$ cat config.mk
export PLATFORM = sky130hd
export DESIGN_NAME = mem_port_arbiter
export DESIGN_NICKNAME = d
export VERILOG_FILES = /design/src/rtl/mem_port_arbiter_pkg.sv /design/src/rtl/mem_port_arbiter_fetch_starve_ctr.sv /design/src/rtl/mem_port_arbiter.sv
export SDC_FILE = /design/constraint.sdc
export NUM_CORES = 1
export LEC_CHECK = 0
export CAP_MARGIN = 20
export CORE_AREA = 3 3 111 113
export DETAILED_ROUTE_END_ITERATION = 7
export DIE_AREA = 0 0 114 116
export GPL_ROUTABILITY_DRIVEN = 1
export SLEW_MARGIN = 20
export SYNTH_ARGS = -nofsm -noshare
export SYNTH_HDL_FRONTEND = slang
export SYNTH_SLANG_ARGS = --single-unit
export TNS_END_PERCENT = 30
$ cat constraint.sdc
create_clock -name clk -period 1.95 [get_ports clk]
set_input_delay 0.39 -clock clk [delete_from_list [all_inputs] [get_ports clk]]
set_output_delay 0.39 -clock clk [all_outputs]
set_load 0.02 [all_outputs]
$ cat src/rtl/mem_port_arbiter_pkg.sv
// Shared encodings for the unified memory port arbiter: core sequencing states
// and the owner tag that steers registered read data back to its requester.
package mem_port_arbiter_pkg;

  typedef enum logic [1:0] {
    LOAD = 2'd0,
    RUN  = 2'd1,
    HALT = 2'd2
  } arb_state_e;

  typedef enum logic [1:0] {
    NONE  = 2'd0,
    DATA  = 2'd1,
    FETCH = 2'd2
  } rd_owner_e;

  localparam logic [3:0] BE_FULL = 4'hF;

  // Only reads produce a return beat; a granted data write leaves nothing pending.
  function automatic rd_owner_e next_owner(input logic d_gnt, input logic d_we,
                                           input logic i_gnt);
    rd_owner_e owner;
    owner = NONE;
    if (i_gnt) begin
      owner = FETCH;
    end else if (d_gnt && !d_we) begin
      owner = DATA;
    end
    return owner;
  endfunction

endpackage

$ cat src/rtl/mem_port_arbiter_fetch_starve_ctr.sv
// Saturating count of consecutive cycles the fetch port was kept waiting;
// sat_o tells the arbiter to let fetch win over data.
module fetch_starve_ctr #(
  parameter int STARVE_MAX = 4,
  localparam int CNT_W = (STARVE_MAX < 1) ? 1 : $clog2(STARVE_MAX + 1)
) (
  input  logic clk,
  input  logic rst,
  input  logic inc_i,
  input  logic clr_i,
  output logic sat_o
);

  localparam logic [CNT_W-1:0] CNT_MAX = CNT_W'(STARVE_MAX);

  logic [CNT_W-1:0] cnt_q;
  logic [CNT_W-1:0] cnt_d;

  always_comb begin
    cnt_d = cnt_q;
    if (clr_i) begin
      cnt_d = '0;
    end else if (inc_i && (cnt_q != CNT_MAX)) begin
      cnt_d = cnt_q + CNT_W'(1);
    end
  end

  always_ff @(posedge clk or negedge rst) begin
    if (!rst) begin
      cnt_q <= '0;
    end else begin
      cnt_q <= cnt_d;
    end
  end

  assign sat_o = (cnt_q == CNT_MAX);

endmodule

$ cat src/rtl/mem_port_arbiter.sv
// Single-port memory arbiter for loader, load/store and fetch, which also
// sequences the core through LOAD -> RUN -> HALT.
module mem_port_arbiter
  import mem_port_arbiter_pkg::*;
#(
  parameter int ADDR_W     = 18,
  parameter int STARVE_MAX = 4
) (
  input  logic              clk,
  input  logic              rst,
  input  logic              ld_req,
  input  logic [ADDR_W-1:0] ld_addr,
  input  logic [31:0]       ld_wdata,
  output logic              ld_gnt,
  input  logic              ld_done,
  input  logic              halt_req,
  output logic              core_run,
  input  logic              d_req,
  input  logic              d_we,
  input  logic [3:0]        d_be,
  input  logic [ADDR_W-1:0] d_addr,
  input  logic [31:0]       d_wdata,
  output logic              d_gnt,
  output logic              d_rvalid,
  output logic [31:0]       d_rdata,
  input  logic              i_req,
  input  logic [ADDR_W-1:0] i_addr,
  output logic              i_gnt,
  output logic              i_rvalid,
  output logic [31:0]       i_rdata,
  output logic              mem_en,
  output logic              mem_we,
  output logic [3:0]        mem_be,
  output logic [ADDR_W-3:0] mem_addr,
  output logic [31:0]       mem_wdata,
  input  logic [31:0]       mem_rdata
);

  arb_state_e state_q;
  rd_owner_e  rd_owner_q;
  rd_owner_e  rd_owner_d;
  logic       core_run_q;
  logic       starve_sat;
  logic       starve_inc;

  // Byte offsets within a word never reach the word-addressed memory.
  logic unused_addr_lsbs;
  assign unused_addr_lsbs = ^{ld_addr[1:0], d_addr[1:0], i_addr[1:0]};

  always_comb begin
    ld_gnt    = 1'b0;
    d_gnt     = 1'b0;
    i_gnt     = 1'b0;
    mem_en    = 1'b0;
    mem_we    = 1'b0;
    mem_be    = '0;
    mem_addr  = '0;
    mem_wdata = '0;
    case (state_q)
      LOAD: begin
        if (ld_req) begin
          ld_gnt    = 1'b1;
          mem_en    = 1'b1;
          mem_we    = 1'b1;
          mem_be    = BE_FULL;
          mem_addr  = ld_addr[ADDR_W-1:2];
          mem_wdata = ld_wdata;
        end
      end
      RUN: begin
        // Data normally wins; a fetch starved long enough takes the slot.
        if (i_req && (starve_sat || !d_req)) begin
          i_gnt    = 1'b1;
          mem_en   = 1'b1;
          mem_be   = BE_FULL;
          mem_addr = i_addr[ADDR_W-1:2];
        end else if (d_req) begin
          d_gnt     = 1'b1;
          mem_en    = 1'b1;
          mem_we    = d_we;
          mem_be    = d_be;
          mem_addr  = d_addr[ADDR_W-1:2];
          mem_wdata = d_wdata;
        end
      end
      default: begin
      end
    endcase
  end

  assign starve_inc = (state_q == RUN) && i_req && !i_gnt;

  fetch_starve_ctr #(
    .STARVE_MAX(STARVE_MAX)
  ) u_starve_ctr (
    .clk  (clk),
    .rst  (rst),
    .inc_i(starve_inc),
    .clr_i(!starve_inc),
    .sat_o(starve_sat)
  );

  assign rd_owner_d = next_owner(d_gnt, d_we, i_gnt);

  always_ff @(posedge clk or negedge rst) begin
    if (!rst) begin
      state_q    <= LOAD;
      core_run_q <= 1'b0;
      rd_owner_q <= NONE;
    end else begin
      rd_owner_q <= rd_owner_d;
      case (state_q)
        LOAD: begin
          if (ld_done) begin
            state_q    <= RUN;
            core_run_q <= 1'b1;
          end
        end
        RUN: begin
          if (halt_req) begin
            state_q    <= HALT;
            core_run_q <= 1'b0;
          end
        end
        default: begin
          state_q    <= HALT;
          core_run_q <= 1'b0;
        end
      endcase
    end
  end

  assign core_run = core_run_q;
  assign d_rvalid = (rd_owner_q == DATA);
  assign i_rvalid = (rd_owner_q == FETCH);
  assign d_rdata  = mem_rdata;
  assign i_rdata  = mem_rdata;

endmodule

==> impl_metrics.json <==
{
  "outcome": "finished with violations",
  "violations": "setup timing",
  "ys_ff_latch": 7,
  "drv_slew": 0,
  "start_kind": "flip-flop",
  "dp.cells": 457,
  "firstDrtPassIters": 4,
  "max_cap_viol_count": 0,
  "finalHoldViolCount": 0,
  "die_y_um": 116,
  "grt_setup_unrepaired": "true",
  "vias_per_cell": 4.32,
  "fmax_ghz": 0.470,
  "p_leak_nw": 1.59,
  "final_common_cell": "clkdlybuf4s50_1",
  "ant_nets": 0,
  "slowest_delay_ps": 360,
  "clkTransAtPathRegs_ps": 40,
  "setup_violations": 53,
  "core_area_um2": 11400,
  "antenna_cells": 0,
  "tightest_slew_ps": 448,
  "drt_wl_total_mm": 9.23,
  "io_pins": 286,
  "dpl_worst_slack_ps": -817,
  "setup_slack_ps": -175,
  "slowest_stage": "dfrtp_1",
  "cp_max_fo": 15,
  "crit_chain": "inv_2 > ha_4 > a21boi_4 > nand3b_4 > inv_8 > a221o_1 > buf_6",
  "drive_gt1_share_pct": 36.6,
  "ys_seq_area_share_pct": 11.5,
  "ys_warn_count": 0,
  "clock-sinks": 7,
  "clk_latency_ps": 230,
  "dpl.hpwl_mm": 6.91,
  "num_vias": 2049,
  "layout_common_cells": "clkdlybuf4s50_1, buf_6, a22o_1, buf_4, buf_2",
  "drt_iter0_drc": 95,
  "min_period_over_period_pct": 109,
  "io_buffers": 183,
  "final_cells": 474,
  "max_slew_margin_pct": 70.0,
  "wl_per_cell_um": 19.5,
  "gp_congestion": 0.771,
  "synth.net_count": 356,
  "regToRegSetupSlack_ps": 460,
  "fin_nets": 496,
  "min_period_ps": 2130,
  "syn2layout_area_growth_pct": 136,
  "postPlaceCellArea_um2": 3170,
  "synth-edff-count": 0,
  "crit_arrival_ps": 1740,
  "antenna_found_initial": 0,
  "remaining_drc_errors": 0,
  "grt_pass1_vias": 2178,
  "ys.flop_type": "dfrtp_1",
  "grt_overflow": 0,
  "clk_path_buf_depth": 2,
  "cts_inserted_buffers": 3,
  "finalClockSkew_ps": 3.94,
  "peakVddDrop_uv": 311,
  "async_reset_ff_share_pct": 100,
  "synth.distinct_cells": 26,
  "grt_pass1_wl_mm": 12.4,
  "p_per_area_nw_per_um2": 371,
  "final_util_pct": 31.4,
  "synthCells": 192,
  "die_area_um2": 13200,
  "worstSetupPathType": "flip-flop to output port",
  "worst_setup_path_end_kind": "output port",
  "grtUsageTotal_pct": 12.2,
  "h-tree-depth": 1,
  "syn_area_um2": 1520,
  "cts_tree": "done",
  "crit_required_ps": 1560,
  "hold_buffers": 0,
  "clockRootBuffer": "clkbuf_16",
  "hold_class": "input pin to async pin",
  "fp.dieW_um": 114,
  "fin_area_um2": 3590,
  "start_util_pct": 13.3,
  "tns_ps": -6970,
  "grt_max_degree": 19,
  "rows": 39,
  "syn_area_per_cell_um2": 7.92
}
-- flip-flops by register name, indices dropped and copies added (netlist names) --
signal              cells
rd_owner_q              2
u_starve_ctr.cnt_q      3
state_q                 2
-- cells in the mapped netlist, types with 2 or more instances --
| library cell | number | area, um2 |
|---|---|---|
| a22o_1 | 32 | 280 |
| a211o_1 | 4 | 35.0 |
| inv_1 | 4 | 15.0 |
| a21o_1 | 2 | 15.0 |
| a221o_1 | 10 | 100 |
| buf_4 | 65 | 488 |
| a21oi_1 | 6 | 30.0 |
| nor2_1 | 7 | 26.3 |
| clkbuf_1 | 8 | 30.0 |
| buf_2 | 6 | 30.0 |
| ha_1 | 2 | 25.0 |
| nor2b_1 | 5 | 31.3 |
| and3_1 | 10 | 62.6 |
| nand3_1 | 2 | 10.0 |
| a22oi_1 | 12 | 90.1 |
| dfrtp_1 | 7 | 175 |
-- path summary, 6_finish.rpt --
check | cells past startpoint | from | to
setup reg to reg | 7 | u_starve_ctr.cnt_q[1] | rd_owner_q[0]
hold / removal | 1 | rst | state_q[1]
min in group clk | 2 | u_starve_ctr.cnt_q[0] | u_starve_ctr.cnt_q[0]
hold reg to reg | 2 | u_starve_ctr.cnt_q[0] | u_starve_ctr.cnt_q[0]
max in group asynchronous | 1 | rst | u_starve_ctr.cnt_q[2]
setup / recovery | 7 | u_starve_ctr.cnt_q[1] | mem_addr[1]
-- routing by layer --
metal | global-route usage, % | part of all wire, %
met1 | 13.2 | 35
met2 | 23.7 | 52
met3 | 2.98 | 12
met4 | 3.09 | 1.9
met5 | 0 | 0
-- cell families after synthesis --
| group | share of synthesized area [%] |
|---|---|
| fa+ha+maj | 1.65 |
| compound gates | 37.2 |
| flops | 11.5 |
| mux | 0.658 |
| buf+inv | 37.3 |
| simple gates | 11.7 |
-- power breakdown --
group / internal [mW] / leakage, nW / total (mW) / switching (mW)
logic: 0.497 / 1.46 / 0.823 / 0.326
registers: 0.152 / 0.0933 / 0.161 / 0.00899
clock network: 0.272 / 0.0382 / 0.348 / 0.0764
total: 0.921 / 1.59 / 1.33 / 0.411
-- layout make-up --
| type | count | area [um2] |
|---|---|---|
| clock buffers | 4 | 78.8 |
| fillers | 1202 | 7830 |
| inverters | 5 | 26.3 |
| multi-input cells | 101 | 955 |
| flip-flops and latches | 7 | 175 |
| well taps | 143 | 179 |
| repair buffers | 214 | 2170 |
-- through the flow --
stage                     hold slack [ps]  total power, mW
final                                 432             1.33
after global routing                  464             1.39
after CTS                             442             1.33
after detailed placement              527            0.917
after global placement                507            0.914
after floorplan                      94.4            0.609
-- worst max-delay path: cells and delay by family (launching register included) --
family | cells | cell delay [ps]
simple gates | 1 | 200
compound gates | 2 | 480
fa+ha+maj | 1 | 180
flops | 1 | 360
buf+inv | 3 | 280
-- repair_timing --
| action | in CTS | in global routing |
|---|---|---|
| endpoints found under the hold margin | 0 | 0 |
| endpoints found under the setup margin | 57 | 55 |
| gates cloned | 4 | 1 |
| resized for setup | 323 | 9 |
| buffers inserted | 6 | 2 |
| pin swaps | 19 | 4 |
Power figures use the tool's default switching activity.
